<file path="src/rtl/machine_mode_types_1_13_pkg.sv">
// ----------------------------------------------------------------------------
// machine_mode_types_1_13_pkg
//
// Shared definitions for the priv 1.13 machine-mode blocks.
// This file holds the pieces used by the core-local interruptor (CLINT):
//   - CLINT_*_OFF  : register offsets within the CLINT region.
//   - clint_sel_t  : result of decoding a bus offset into a register select.
//   - clint_decode : maps a 16-bit region offset to a clint_sel_t.
//     SEL_NONE means the access is unmapped or misaligned.
// ----------------------------------------------------------------------------
package machine_mode_types_1_13_pkg;

  // Register offsets relative to the CLINT base address.
  localparam logic [15:0] CLINT_MSIP_OFF     = 16'h0000;
  localparam logic [15:0] CLINT_MTIMECMP_OFF = 16'h4000;
  localparam logic [15:0] CLINT_STIMECMP_OFF = 16'h5000;
  localparam logic [15:0] CLINT_MTIME_OFF    = 16'hBFF8;

  // Width of the mtime prescaler counter.
  // It covers the whole legal PRESCALE range, 1..65535.
  localparam int CLINT_PRESCALE_W = 16;

  // Register selected by a bus access.
  typedef enum logic [2:0] {
    SEL_NONE,
    SEL_MSIP,
    SEL_MTIMECMP_LO,
    SEL_MTIMECMP_HI,
    SEL_MTIME_LO,
    SEL_MTIME_HI,
    SEL_STIMECMP_LO,
    SEL_STIMECMP_HI
  } clint_sel_t;

  // Decode a region offset into a register select.
  // A misaligned offset never matches a register, so it decodes to SEL_NONE.
  // The stimecmp pair only decodes when that register is built in.
  function automatic clint_sel_t clint_decode(input logic [15:0] off,
                                              input logic       stimecmp_en);
    clint_sel_t sel;
    sel = SEL_NONE;
    if (off[1:0] == 2'b00) begin
      if (off == CLINT_MSIP_OFF) begin
        sel = SEL_MSIP;
      end else if (off == CLINT_MTIMECMP_OFF) begin
        sel = SEL_MTIMECMP_LO;
      end else if (off == CLINT_MTIMECMP_OFF + 16'd4) begin
        sel = SEL_MTIMECMP_HI;
      end else if (off == CLINT_MTIME_OFF) begin
        sel = SEL_MTIME_LO;
      end else if (off == CLINT_MTIME_OFF + 16'd4) begin
        sel = SEL_MTIME_HI;
      end else if (stimecmp_en && (off == CLINT_STIMECMP_OFF)) begin
        sel = SEL_STIMECMP_LO;
      end else if (stimecmp_en && (off == CLINT_STIMECMP_OFF + 16'd4)) begin
        sel = SEL_STIMECMP_HI;
      end
    end
    return sel;
  endfunction

endpackage

</file>
<file path="src/rtl/priv_1_13_clint_edge.sv">
// ----------------------------------------------------------------------------
// priv_1_13_clint_edge
//
// Turns one interrupt level into set/clear pulse pairs for a mip bit.
// The block keeps a registered copy of the level:
//   - set_pulse is high for the cycle in which the level has risen
//     relative to that registered copy.
//   - clr_pulse is high for the cycle in which the level has fallen.
// The two pulses are therefore never high together.
//
// Ports:
//   clk       in  1 : clock, rising edge
//   rst       in  1 : asynchronous active-high reset
//   lvl       in  1 : interrupt level, derived from registered state upstream
//   set_pulse out 1 : one-cycle pulse on a rising level
//   clr_pulse out 1 : one-cycle pulse on a falling level
// ----------------------------------------------------------------------------
module priv_1_13_clint_edge (
  input  logic clk,
  input  logic rst,
  input  logic lvl,
  output logic set_pulse,
  output logic clr_pulse
);

  logic lvl_q;

  // Level history.
  // Reset clears it; every source level is also 0 at reset, so no edge
  // can be seen in the first cycle after reset is released.
  always_ff @(posedge clk or posedge rst) begin
    if (rst) begin
      lvl_q <= 1'b0;
    end else begin
      lvl_q <= lvl;
    end
  end

  // The level is itself a function of registers only.
  // So these pulses change only just after a clock edge.
  assign set_pulse = lvl & ~lvl_q;
  assign clr_pulse = ~lvl & lvl_q;

endmodule

</file>
<file path="src/rtl/priv_1_13_clint.sv">
// ----------------------------------------------------------------------------
// priv_1_13_clint
//
// Core-local interruptor for the priv 1.13 privilege unit.
// It holds msip, mtime and mtimecmp behind a single-cycle word bus.
// It turns their state into the set/clear pulse pairs that the
// interrupt/exception handler uses to update mip.
//
// Register map (offsets from BASE_ADDR; only addr[15:0] is decoded):
//   0x0000        msip (bit 0)
//   0x4000/0x4004 mtimecmp lo/hi
//   0x5000/0x5004 stimecmp lo/hi   (only with PRIV_1_13_CLINT_STIMECMP_EN)
//   0xBFF8/0xBFFC mtime lo/hi
//
// Configuration macro: PRIV_1_13_CLINT_STIMECMP_EN
//   Adds the stimecmp register and the timer_int_s/clear_timer_int_s ports.
//   When the macro is undefined, 0x5000/0x5004 are unmapped.
//
// Parameters:
//   PRESCALE  : core clocks per mtime tick, 1..65535
//   BASE_ADDR : region base address
//
// Ports:
//   CLK               in  1  : clock, rising edge
//   nRST              in  1  : asynchronous reset, active high
//   req               in  1  : bus request, one word access per cycle
//   wen               in  1  : 1 = write, 0 = read
//   addr              in  32 : byte address
//   wdata             in  32 : write data
//   rdata             out 32 : read data, valid with ack
//   ack               out 1  : completion pulse, the cycle after req
//   bus_err           out 1  : with ack, for an unmapped or misaligned access
//   soft_int_m        out 1  : set pulse for mip.msip
//   clear_soft_int_m  out 1  : clear pulse for mip.msip
//   timer_int_m       out 1  : set pulse for mip.mtip
//   clear_timer_int_m out 1  : clear pulse for mip.mtip
//   timer_int_s       out 1  : set pulse for mip.stip (macro only)
//   clear_timer_int_s out 1  : clear pulse for mip.stip (macro only)
// ----------------------------------------------------------------------------
module priv_1_13_clint
  import machine_mode_types_1_13_pkg::*;
#(
  parameter int unsigned PRESCALE  = 1,
  parameter logic [31:0] BASE_ADDR = 32'h0200_0000
) (
  input  logic        CLK,
  input  logic        nRST,
  input  logic        req,
  input  logic        wen,
  input  logic [31:0] addr,
  input  logic [31:0] wdata,
  output logic [31:0] rdata,
  output logic        ack,
  output logic        bus_err,
  output logic        soft_int_m,
  output logic        clear_soft_int_m,
  output logic        timer_int_m,
  output logic        clear_timer_int_m
`ifdef PRIV_1_13_CLINT_STIMECMP_EN
  ,
  output logic        timer_int_s,
  output logic        clear_timer_int_s
`endif
);

`ifdef PRIV_1_13_CLINT_STIMECMP_EN
  localparam logic STIMECMP_EN = 1'b1;
`else
  localparam logic STIMECMP_EN = 1'b0;
`endif

  localparam logic [CLINT_PRESCALE_W-1:0] PRESC_MAX =
    CLINT_PRESCALE_W'(PRESCALE - 1);

  logic [15:0]                 offset;
  logic                        misaligned;
  clint_sel_t                  sel;
  logic                        bad_access;
  logic                        wr_en;
  logic [CLINT_PRESCALE_W-1:0] presc_cnt;
  logic                        tick;
  logic [63:0]                 mtime;
  logic [63:0]                 mtimecmp;
  logic                        msip;
  logic [31:0]                 rd_next;
  logic                        mt_lvl;
  logic                        unused_addr_hi;

  // The upper address bits are decoded by the system bus, not here.
  assign unused_addr_hi = ^addr[31:16];

  // Address decode.
  // A misaligned address and an unmapped offset are handled the same way:
  // the access is acked with bus_err, and any write is dropped.
  assign offset     = addr[15:0] - BASE_ADDR[15:0];
  assign misaligned = |addr[1:0];
  assign sel        = clint_decode(offset, STIMECMP_EN);
  assign bad_access = misaligned | (sel == SEL_NONE);
  assign wr_en      = req & wen & ~bad_access;

  // Prescaler.
  // It free-runs from reset, and mtime writes do not disturb it.
  // Software therefore cannot change the tick phase.
  assign tick = (presc_cnt == PRESC_MAX);

  always_ff @(posedge CLK or posedge nRST) begin
    if (nRST) begin
      presc_cnt <= '0;
    end else if (tick) begin
      presc_cnt <= '0;
    end else begin
      presc_cnt <= presc_cnt + 1'b1;
    end
  end

  // mtime.
  // A write to one half beats a same-cycle tick. The other half is
  // deliberately left alone, so a carry cannot ripple into freshly
  // written data. All-ones simply wraps to zero.
  always_ff @(posedge CLK or posedge nRST) begin
    if (nRST) begin
      mtime <= '0;
    end else if (wr_en && (sel == SEL_MTIME_LO)) begin
      mtime[31:0] <= wdata;
    end else if (wr_en && (sel == SEL_MTIME_HI)) begin
      mtime[63:32] <= wdata;
    end else if (tick) begin
      mtime <= mtime + 64'd1;
    end
  end

  // mtimecmp.
  // Its all-ones reset value keeps the machine timer quiet until
  // software programs a deadline.
  always_ff @(posedge CLK or posedge nRST) begin
    if (nRST) begin
      mtimecmp <= '1;
    end else if (wr_en && (sel == SEL_MTIMECMP_LO)) begin
      mtimecmp[31:0] <= wdata;
    end else if (wr_en && (sel == SEL_MTIMECMP_HI)) begin
      mtimecmp[63:32] <= wdata;
    end
  end

  // msip.
  // Only bit 0 is stored. The soft-interrupt pulses come from its edges,
  // so rewriting the same value produces no pulse.
  always_ff @(posedge CLK or posedge nRST) begin
    if (nRST) begin
      msip <= 1'b0;
    end else if (wr_en && (sel == SEL_MSIP)) begin
      msip <= wdata[0];
    end
  end

`ifdef PRIV_1_13_CLINT_STIMECMP_EN
  logic [63:0] stimecmp;
  logic        st_lvl;

  // stimecmp: the supervisor timer deadline, reset to all-ones like mtimecmp.
  always_ff @(posedge CLK or posedge nRST) begin
    if (nRST) begin
      stimecmp <= '1;
    end else if (wr_en && (sel == SEL_STIMECMP_LO)) begin
      stimecmp[31:0] <= wdata;
    end else if (wr_en && (sel == SEL_STIMECMP_HI)) begin
      stimecmp[63:32] <= wdata;
    end
  end
`endif

  // Read mux.
  // It samples the registers as they stand at the request edge, so a read
  // never sees a write or tick that lands on that same edge.
  // Writes and errored accesses return 0.
  always_comb begin
    rd_next = '0;
    if (req && !wen && !bad_access) begin
      case (sel)
        SEL_MSIP:        rd_next = {31'd0, msip};
        SEL_MTIMECMP_LO: rd_next = mtimecmp[31:0];
        SEL_MTIMECMP_HI: rd_next = mtimecmp[63:32];
        SEL_MTIME_LO:    rd_next = mtime[31:0];
        SEL_MTIME_HI:    rd_next = mtime[63:32];
`ifdef PRIV_1_13_CLINT_STIMECMP_EN
        SEL_STIMECMP_LO: rd_next = stimecmp[31:0];
        SEL_STIMECMP_HI: rd_next = stimecmp[63:32];
`endif
        default:         rd_next = '0;
      endcase
    end
  end

  // Bus response.
  // Every request is answered exactly once, in the following cycle.
  // Reset clears a pending ack at once.
  always_ff @(posedge CLK or posedge nRST) begin
    if (nRST) begin
      ack     <= 1'b0;
      bus_err <= 1'b0;
      rdata   <= '0;
    end else begin
      ack     <= req;
      bus_err <= req & bad_access;
      rdata   <= rd_next;
    end
  end

  // The timer levels compare registered values only.
  // A write or tick at one edge therefore produces its pulse in the very
  // next cycle.
  assign mt_lvl = (mtime >= mtimecmp);

  priv_1_13_clint_edge u_soft_m (
    .clk       (CLK),
    .rst       (nRST),
    .lvl       (msip),
    .set_pulse (soft_int_m),
    .clr_pulse (clear_soft_int_m)
  );

  priv_1_13_clint_edge u_timer_m (
    .clk       (CLK),
    .rst       (nRST),
    .lvl       (mt_lvl),
    .set_pulse (timer_int_m),
    .clr_pulse (clear_timer_int_m)
  );

`ifdef PRIV_1_13_CLINT_STIMECMP_EN
  assign st_lvl = (mtime >= stimecmp);

  priv_1_13_clint_edge u_timer_s (
    .clk       (CLK),
    .rst       (nRST),
    .lvl       (st_lvl),
    .set_pulse (timer_int_s),
    .clr_pulse (clear_timer_int_s)
  );
`endif

endmodule

</file>
<file path="config.mk">
export PLATFORM = sky130hd
export DESIGN_NAME = priv_1_13_clint
export DESIGN_NICKNAME = d
export VERILOG_FILES = /design/src/rtl/machine_mode_types_1_13_pkg.sv /design/src/rtl/priv_1_13_clint_edge.sv /design/src/rtl/priv_1_13_clint.sv
export SDC_FILE = /design/constraint.sdc
export NUM_CORES = 1
export LEC_CHECK = 0
export CAP_MARGIN = 40
export CORE_MARGIN = 5
export CORE_UTILIZATION = 40
export CTS_CLUSTER_SIZE = 12
export DETAILED_ROUTE_END_ITERATION = 8
export PLACE_DENSITY = 0.64
export SLEW_MARGIN = 20
export SYNTH_ARGS = -nofsm -noshare
export SYNTH_HDL_FRONTEND = slang
export SYNTH_SLANG_ARGS = --single-unit
</file>
<file path="constraint.sdc">
create_clock -name CLK -period 9.1 [get_ports CLK]
set_clock_uncertainty 0.1 [all_clocks]
set_input_delay 1.365 -clock CLK [delete_from_list [all_inputs] [get_ports CLK]]
set_output_delay 1.365 -clock CLK [all_outputs]
set_load 0.05 [all_outputs]
</file>
==> flow_summary.ini <==
[routing]
wl_met1_um = 12990
ant_nets = 0
dr_wl_met2_um = 13880
route.met3.wl_um = 1254
via_count = 8646
drt_pre_antenna_iters = 7
wl_per_cell_um = 18.63
routed_via_density = 5.607
totalWireLength_um = 28720
drc_errors = 0
top_layer = met4
drt_iter0_markers = 590

[synth]
synth_simple_gate_area_share_pct = 16.43
ys.warnings.count = 0
netlist_instances = 1113
ys_types = 63
synth_edf_count = 0
synth_top_area_cell = dfrtp_1
synth_top_family_by_area = simple AND/OR/NAND/NOR gates
async_reset_ff_share_pct = 100.0
synth_top_area_share_pct = 26.95
synth_compound_area_share_pct = 11.53
synth_seq_cells = 181
synth.avg_cell_area_um2 = 9.762
syn-cell-area_um2 = 10870
ys.flop_type = dfrtp_1
synth_xor_area_share_pct = 4.433
syn-num-nets = 1248
ys_seq_area_share_pct = 42.42
synth_area_leaders = dfrtp_1 (27%), dfstp_2 (15%), ha_1 (7.7%)
muxShareOfSynthArea_pct = 12.54
synthAdderAreaFrac_pct = 7.715

[sta]
worst_pin_slew_ns = 0.8674
hold_viol_final = 0
post-route-min-period_ns = 5.364
relSlewSlack_pct = 41.64
rsz0062_at_grt = no
layout_setup_ws_ns = 3.736
setup_viol = 0
timing.final.crit_share_pct = 58.94
max_freq_mhz = 186.4
finalSetupTns_ns = 0
drv_slew = 0

[layout]
nets = 1323
antenna_cells = 0
layout_commonest_cell = dfrtp_1
fillers = 2549
area_growth_pct = 17.79
final_cell_area_um2 = 12800
drive_gt1_share_pct = 16.49
layout_common_cells = dfrtp_1 (117), nand2_1 (99), clkdlybuf4s50_1 (88), inv_1 (84), nor2_1 (82)

[power_and_ir_drop]
pwr-share-comb_pct = 6.1
p_int_mw = 1.322
pwr-share-clk_pct = 46.2
power.leakage_nw = 5.015
power.share.sequential_pct = 47.6
p_sw_mw = 0.4133
powerDensity_nw_per_um2 = 135.6
p_total_mw = 1.735
p_sw_share_pct = 23.81
peakVddDrop_mv = 0.1004

[floorplanning]
num_io_pins = 106
dieArea_um2 = 30560
core_area_um2 = 26880
rows = 60
initial_core_util_pct = 40.43
die_y_um = 174.8
die_w_um = 174.8

[worst_setup_path]
critPathBufInv = 3
r2r-start = presc_cnt[0]
critPathArrivalTime_ns = 3.90
slowest_delay_ns = 0.83
path_max_fanout = 3
rrSetupSlack_ns = 5.83
r2r-end = mtime[62]
crit_family = buffers and inverters
startpoint_type = register
end_kind = output port
rr_worst_depth = 9
path_cells = inv_1 -> ha_1 -> nand4_1 -> or3b_2 -> a221oi_1 -> o311a_1 -> a2111oi_0 -> buf_4 -> nor3_1 -> clkdlybuf4s50_1
critical_path_class = reg -> out
cpMaxStageDelayCell = clkdlybuf4s50_1
required_ns = 7.64

[clock_network]
clockBufferDepth = 2
cts-root-buf = clkbuf_16
clk_pin_slew_ns = 0.07
worstSkewPairLatency_ns = 0.44
cts_hold_buf = 0
postCtsSetupBuffers = 0
cts_sinks = 181
cts_buffers = 17
cts_resized = 0
cts_tree = done
htree_levels = 4

[hold_path]
min_to = u_soft_m.lvl_q
hold_path.startpoint = msip
min_path_cells = 0
hold_class = reg -> reg

[run_status]
status = completed

[placement]
hpwl_um = 20500
io_buffers = 89
gp_congestion = 0.8608
postPlaceCellArea_um2 = 12110
pre_cts_slack_ns = 4.208

[global_route]
grt_start_max_net_pins = 66
grt_usage_pct = 19.08
grt_pass1_vias = 8779
grt_pass1_wl_um = 47280
antenna_found_initial = 0
grt_overflow = 0

[job]
cap_violations = 0
## sequential cells by signal, summed over array words and instances (netlist names)
register         count
ack                  1
msip                 1
u_timer_m.lvl_q      1
mtime               64
u_soft_m.lvl_q       1
rdata               32
bus_err              1
mtimecmp            64
presc_cnt           16
## Yosys cell counts (all sizes together) (2+ instances only)
master / n
nand2: 99
a311oi: 2
xor2: 11
dfstp: 64
and2: 7
o21a: 5
a31o: 2
and4: 6
nor2: 82
a211oi: 6
a21o: 4
nor2b: 3
mux2i: 63
a22oi: 2
xnor2: 44
clkbuf: 36
o22ai: 4
nand3: 29
nor4: 31
a21oi: 43
or4: 5
nand4: 36
o21ai: 66
nor4b: 4
mux2: 65
and3: 14
o22a: 31
dfrtp: 117
ha: 67
or3: 5
inv: 85
o211ai: 3
o32ai: 3
a31oi: 4
a221oi: 3
o311a: 3
buf: 15
or2: 3
nor3: 28
## logic make-up (layout without fill, tap and decap cells)
| logic type | Yosys count | in the layout |
|---|---|---|
| xor gates and xnor gates | 55 | 55 |
| adders and majority gates | 67 | 67 |
| DFF | 181 | 181 |
| buffers and inverters | 136 | 224 |
| AOI/OAI and AO/OA | 191 | 191 |
| and+or+nand+nor | 355 | 355 |
| muxes | 128 | 128 |
## how the worst max path moves through the flow
| stage | startpoint | depth (start not counted) | endpoint |
|---|---|---|---|
| 4_1_cts | mtimecmp[10] | 10 | clear_timer_int_m |
| 2_1_floorplan | nRST | 1 | ack |
| 3_3_place_gp | mtimecmp[10] | 10 | clear_timer_int_m |
| 6_report | mtimecmp[11] | 10 | timer_int_m |
| 5_1_grt | mtimecmp[10] | 10 | clear_timer_int_m |
| 3_5_place_dp | mtimecmp[10] | 10 | clear_timer_int_m |
## worst reg2reg max path: stages, from the launching register on
cell,delay [ns]
dfrtp_1,0.43
inv_1,0.08
ha_1,0.14
nor4b_1,0.29
and4_1,0.74
o211ai_1,0.19
buf_4,0.25
or4_4,0.52
or3_1,0.31
a31oi_1,0.16
## final cells by class
cell class                 instances  area [µm²]  share of cell area (%)
clock inverter                    14       198.9                   1.554
timing repair buffer             107        1065                   8.319
inverter                          85       324.1                   2.532
clock buffer                      18       429.2                   3.353
sequential                       181        4609                   36.02
multi-input combinational        796        5746                   44.89
tap                              341       426.7                   3.334
## layer usage
metal  vias to the layer above  global-route usage (%)
li1                       4132                       -
met1                      4269                   25.21
met2                       203                   31.63
met3                        42                   3.959
met4                         0                   5.925
met5                         -                       0
## power groups by stage
stage / Combinational (mW) / Sequential (mW) / Clock [mW]
6_report: 0.107 / 0.827 / 0.802
5_1_grt: 0.120 / 0.828 / 0.847
4_1_cts: 0.106 / 0.826 / 0.818
3_5_place_dp: 0.105 / 0.840 / 0
3_3_place_gp: 0.104 / 0.840 / 0
2_1_floorplan: 0.0541 / 0.838 / 0
## through the flow
stage | hold WS [ns] | cells | utilization (%)
6_report | 0.3543 | 1542 | 47.62
5_1_grt | 0.3743 | 1542 | 47.62
4_1_cts | 0.3659 | 1539 | 47.39
3_5_place_dp | 0.3544 | 1507 | 45.05
3_3_place_gp | 0.3590 | 1506 | 45.01
2_1_floorplan | 0.3013 | 1113 | -
No activity file was read; power rests on OpenSTA's default activity.
